--- config.mk ---
export PLATFORM = sky130hd
export DESIGN_NAME = anim_ctrl
export DESIGN_NICKNAME = d
export VERILOG_FILES = /design/src/rtl/anim_ctrl.sv
export SDC_FILE = /design/constraint.sdc
export NUM_CORES = 1
export LEC_CHECK = 0
export ABC_AREA = 1
export BUFFER_PORTS_ARGS = -buffer_cell sky130_fd_sc_hd__buf_2
export CELL_PAD_IN_SITES_DETAIL_PLACEMENT = 0
export CELL_PAD_IN_SITES_GLOBAL_PLACEMENT = 1
export CORE_MARGIN = 3
export CORE_UTILIZATION = 41
export CTS_CLUSTER_DIAMETER = 80
export CTS_CLUSTER_SIZE = 25
export DETAILED_ROUTE_END_ITERATION = 10
export HOLD_SLACK_MARGIN = 0.15
export PLACE_DENSITY_LB_ADDON = 0.1
export SETUP_SLACK_MARGIN = 0.02
export SYNTH_ARGS = -nofsm -noshare
export SYNTH_HDL_FRONTEND = slang
export SYNTH_SLANG_ARGS = --single-unit
--- constraint.sdc ---
create_clock -name clk -period 3.63 [get_ports clk]
set_clock_uncertainty 0.1 [all_clocks]
set_input_delay 0.363 -clock clk [delete_from_list [all_inputs] [get_ports clk]]
set_output_delay 0.363 -clock clk [all_outputs]
set_load 0.02 [all_outputs]
--- src/rtl/anim_ctrl.sv ---
// anim_ctrl: sprite animation sequencer with looping idle/walk and a one-shot, non-interruptible attack.
// Optional macro ANIM_PAUSE_EN adds a pause input that freezes frame_tick counting.
module anim_ctrl #(
   parameter int HOLD_FRAMES = 10,
   parameter int IDLE_STEPS  = 2,
   parameter int WALK_STEPS  = 4,
   parameter int ATK_STEPS   = 6
) (
   input  logic       clk,
   input  logic       rst,
   input  logic       frame_tick,
`ifdef ANIM_PAUSE_EN
   input  logic       pause,
`endif
   input  logic       req_valid,
   input  logic [1:0] req_anim,
   output logic       req_ready,
   output logic [1:0] anim_sel,
   output logic [3:0] step,
   output logic       busy,
   output logic       done
);

   typedef enum logic [1:0] {
      S_IDLE   = 2'd0,
      S_WALK   = 2'd1,
      S_ATTACK = 2'd2
   } state_e;

   localparam logic [7:0] HOLD_LAST = 8'(HOLD_FRAMES - 1);
   localparam logic [3:0] IDLE_LAST = 4'(IDLE_STEPS - 1);
   localparam logic [3:0] WALK_LAST = 4'(WALK_STEPS - 1);
   localparam logic [3:0] ATK_LAST  = 4'(ATK_STEPS - 1);

   state_e     state_q, state_d;
   logic [3:0] step_q, step_d;
   logic [7:0] cnt_q, cnt_d;
   logic       busy_q, busy_d;
   logic       done_q, done_d;

   logic       accept_s;
   logic       switch_s;
   logic       tick_s;
   logic       attack_end_s;
   logic [3:0] last_step_s;

   // State and registered outputs; reset wins over every other input.
   always_ff @(posedge clk) begin
      if (rst) begin
         state_q <= S_IDLE;
         step_q  <= 4'd0;
         cnt_q   <= 8'd0;
         busy_q  <= 1'b0;
         done_q  <= 1'b0;
      end else begin
         state_q <= state_d;
         step_q  <= step_d;
         cnt_q   <= cnt_d;
         busy_q  <= busy_d;
         done_q  <= done_d;
      end
   end

   // Request decode and tick qualification.
   always_comb begin
      accept_s = req_valid && req_ready;
      // Reserved code 3 and a request for the current state are consumed without effect.
      switch_s = accept_s && (req_anim != 2'd3) && (req_anim != 2'(state_q));
`ifdef ANIM_PAUSE_EN
      tick_s   = frame_tick && !pause;
`else
      tick_s   = frame_tick;
`endif
      case (state_q)
         S_IDLE:   last_step_s = IDLE_LAST;
         S_WALK:   last_step_s = WALK_LAST;
         S_ATTACK: last_step_s = ATK_LAST;
         default:  last_step_s = IDLE_LAST;
      endcase
   end

   // Next-state: a state-changing request beats a coincident tick.
   always_comb begin
      state_d      = state_q;
      step_d       = step_q;
      cnt_d        = cnt_q;
      attack_end_s = 1'b0;
      if (switch_s) begin
         state_d = state_e'(req_anim);
         step_d  = 4'd0;
         cnt_d   = 8'd0;
      end else if (tick_s) begin
         if (cnt_q == HOLD_LAST) begin
            cnt_d = 8'd0;
            if (step_q == last_step_s) begin
               step_d = 4'd0;
               if (state_q == S_ATTACK) begin
                  state_d      = S_IDLE;
                  attack_end_s = 1'b1;
               end else begin
                  state_d = state_q;
               end
            end else begin
               step_d = step_q + 4'd1;
            end
         end else begin
            cnt_d = cnt_q + 8'd1;
         end
      end else begin
         cnt_d = cnt_q;
      end
   end

   // Outputs: ready from current state, busy/done staged for registering with the state.
   always_comb begin
      req_ready = (state_q != S_ATTACK);
      busy_d    = (state_d == S_ATTACK);
      done_d    = attack_end_s;
   end

   assign anim_sel = 2'(state_q);
   assign step     = step_q;
   assign busy     = busy_q;
   assign done     = done_q;

endmodule
==> impl_metrics.ini <==
[sta]
rsz0062_at_grt = false
slew_viol_final = 0
min_period_over_period_pct = 42.8
layout_min_cycle_time_ns = 1.55
tns_ns = 0
hold_viol_final = 0
setup_viol = 0
max_freq_mhz = 643
relSlewSlack_pct = 81.9
worst_pin_slew_ns = 0.271

[cells_and_area]
stdcell_count = 174
final_nets = 158
diodes = 0
fin_util_pct = 51.0
drive_above_1_share_pct = 23.1
final_area_mm2 = 0.00104
syn_to_final_growth_pct = 13.8

[route]
dr.pass1.iters = 4
wl_per_cell_um = 10.4
wirelength_mm = 1.82
met2WireLength_um = 850
met3_length_um = 71
via_per_inst = 4.83
vias = 840
drt_iter0_markers = 13
wl_met1_um = 884
highest_layer = met4
final_antenna_net_count = 0
drc = 0

[yosys]
ys_ff_latch = 16
synth_simple_gate_area_share_pct = 40.5
synth-seq-area-share_pct = 35.0
synth_cells = 130
synth_cell_types = 23
synth_compound_area_share_pct = 6.98
synth-adder-area-share_pct = 4.10
muxShareOfSynthArea_pct = 0
yosys.area_share.xor_xnor_pct = 5.75
synth_nets = 139
yosys_warnings = 0
syn_area_um2 = 915
synth_top_family_by_area = simple AND/OR/NAND/NOR gates
synth.avg_cell_area_um2 = 7.04

[worst_setup_path]
path_delay_family = flip-flops
crit_buf_inv = 2
critical-path-max-stage-delay_ns = 0.47
required_ns = 3.17
crit_slowest_cell = dfxtp_1
path_cells = inv_2 -> nand2_2 -> buf_2
critPathKind = reg2out
reg2reg_depth = 10
critPathLaunch = anim_sel[0]$_SDFF_PP0_
start_kind = flop
reg2reg_slack_ns = 2.13
cp.arrival_ns = 1.09
worstReg2RegEnd = anim_sel[1]$_SDFF_PP0_
cp_max_fo = 6
crit_cells = 3
endpoint = req_ready
critPathCaptureType = output pin
r2r_start = cnt_q[0]$_SDFFE_PP0P_

[power_and_ir_drop]
leakage_uw = 0.000452
p_per_area_mw_per_mm2 = 315
ir_drop_v = 0.000207

[cts]
cts_buffer_depth = 2
cts.sinks = 16
clk_latency_ns = 0.28
cts_tree = done
holdBufCountCts = 0
numCtsBuffers = 3
cts_resized = 0
cts_max_level = 1
root_buffer = clkbuf_4
cts_setup_buffers = 0
clk_pin_slew_ns = 0.09

[global_route]
grt_pass1_wl_mm = 3.10
grt_util_all_layers_pct = 15.1
antenna_found_initial = 0
grt_max_degree = 9
gr-total-overflow = 0
grt_pass1_vias = 714

[min_path]
hold_path.class = in2reg
min_from = rst

[floorplan]
start_util_pct = 44.8
placementRows = 16
dieArea_mm2 = 0.00283
die_y_um = 53.2
die-width_um = 53.2
io-pin-count = 15
core-area_mm2 = 0.00204

[place]
dpl.hpwl_mm = 1.45
dp.cells = 171
io_buffers = 14
post_dp_cell_area_mm2 = 0.00102
place.gp.congestion = 0.816

[run]
cap_violations = 0

[status]
status = complete, no violations
layout make-up:
type | instances | area, µm²
Clock buffer | 3 | 22.5
Fill cell | 240 | 1000
Inverter | 18 | 70.1
Multi-Input combinational cell | 96 | 524
Sequential cell | 16 | 320
Tap cell | 27 | 33.8
Timing Repair Buffer | 14 | 70.1
stage by stage:
| stage | total power, µW | setup slack, ns | hold WS (ns) |
|---|---|---|---|
| 6_report | 328 | 2.08 | 0.199 |
| 5_1_grt | 350 | 1.94 | 0.184 |
| 4_1_cts | 336 | 2.05 | 0.193 |
| 3_5_place_dp | 243 | 2.13 | 0.386 |
| 3_3_place_gp | 242 | 2.15 | 0.368 |
| 2_1_floorplan | 226 | 2.16 | 0.325 |
cells by family after synthesis:
kind of cell             after synthesis
adder cells (fa/ha/maj)                3
AO/OA/AOI/OAI                         10
AND/OR/NAND/NOR                       77
XOR/XNOR                               6
flip-flops                            16
buffers and inverters                 18
worst reg2reg max path, cell delays in order (launching register included):
cell and delay, ns:
dfxtp_1 0.39, ha_1 0.19, nand2_1 0.06, nor2_1 0.20, nand2_1 0.11, nor2_1 0.10
nand2_1 0.06, nand2_1 0.06, nand2_1 0.05, nand2_1 0.06, inv_1 0.04
synthesized netlist by cell type, drive strengths merged:
master,number,area share (%)
o21a,1,0.82
o21ai,1,0.55
inv,18,7.7
a21oi,8,5.6
nor3,5,4.0
xor2,4,3.8
dfxtp,16,35
nand2,38,17
ha,3,4.1
nand3b,2,1.6
or2,1,0.68
nand4,3,2.1
nand3,11,6.6
nor2,17,8.9
xnor2,2,1.9
registers in the layout, summed over array words and instances, names as in the netlist:
name	count
cnt_q	8
step	4
anim_sel	2
busy	1
done	1
worst min-delay path by stage:
stage	slack [ns]	to	cells past startpoint
4_1_cts	0.19	anim_sel[0]$_SDFF_PP0_	2
5_1_grt	0.18	anim_sel[0]$_SDFF_PP0_	2
3_3_place_gp	0.37	cnt_q[7]$_SDFFE_PP0P_	2
6_report	0.20	anim_sel[0]$_SDFF_PP0_	2
3_5_place_dp	0.39	cnt_q[7]$_SDFFE_PP0P_	2
2_1_floorplan	0.33	anim_sel[0]$_SDFF_PP0_	1
report_power, final:
| group | switching (µW) | total, µW | internal [µW] |
|---|---|---|---|
| sequential | 5.92 | 186 | 180 |
| clock | 52.0 | 90.6 | 38.5 |
| combinational | 34.2 | 51.8 | 17.5 |
cells in the final DEF, fill, tap and decap left out:
cell | synthesis | layout
nand2_1 | 34 | 34
dfxtp_1 | 16 | 16
nor2_1 | 14 | 14
buf_2 | 0 | 14
inv_1 | 13 | 13
nand3_1 | 10 | 10
a21oi_1 | 5 | 5
inv_2 | 4 | 4
nand2_2 | 4 | 4
xor2_1 | 4 | 4
nor3_1 | 4 | 4
a21oi_2 | 3 | 3
nand4_1 | 3 | 3
ha_1 | 3 | 3
clkbuf_4 | 0 | 3
xnor2_1 | 2 | 2
nor2_4 | 2 | 2
nand3b_1 | 2 | 2
inv_4 | 1 | 1
or2_1 | 1 | 1
nor2_2 | 1 | 1
nor3_4 | 1 | 1
nand3_2 | 1 | 1
o21ai_1 | 1 | 1
o21a_1 | 1 | 1
metal layers:
layer / up-vias / track usage (%)
met3: 3 / 5.92
met4: 0 / 3.83
li1: 450 / -
met5: - / 0
met2: 13 / 24.1
met1: 374 / 18.8
Power figures use the tool's default switching activity.
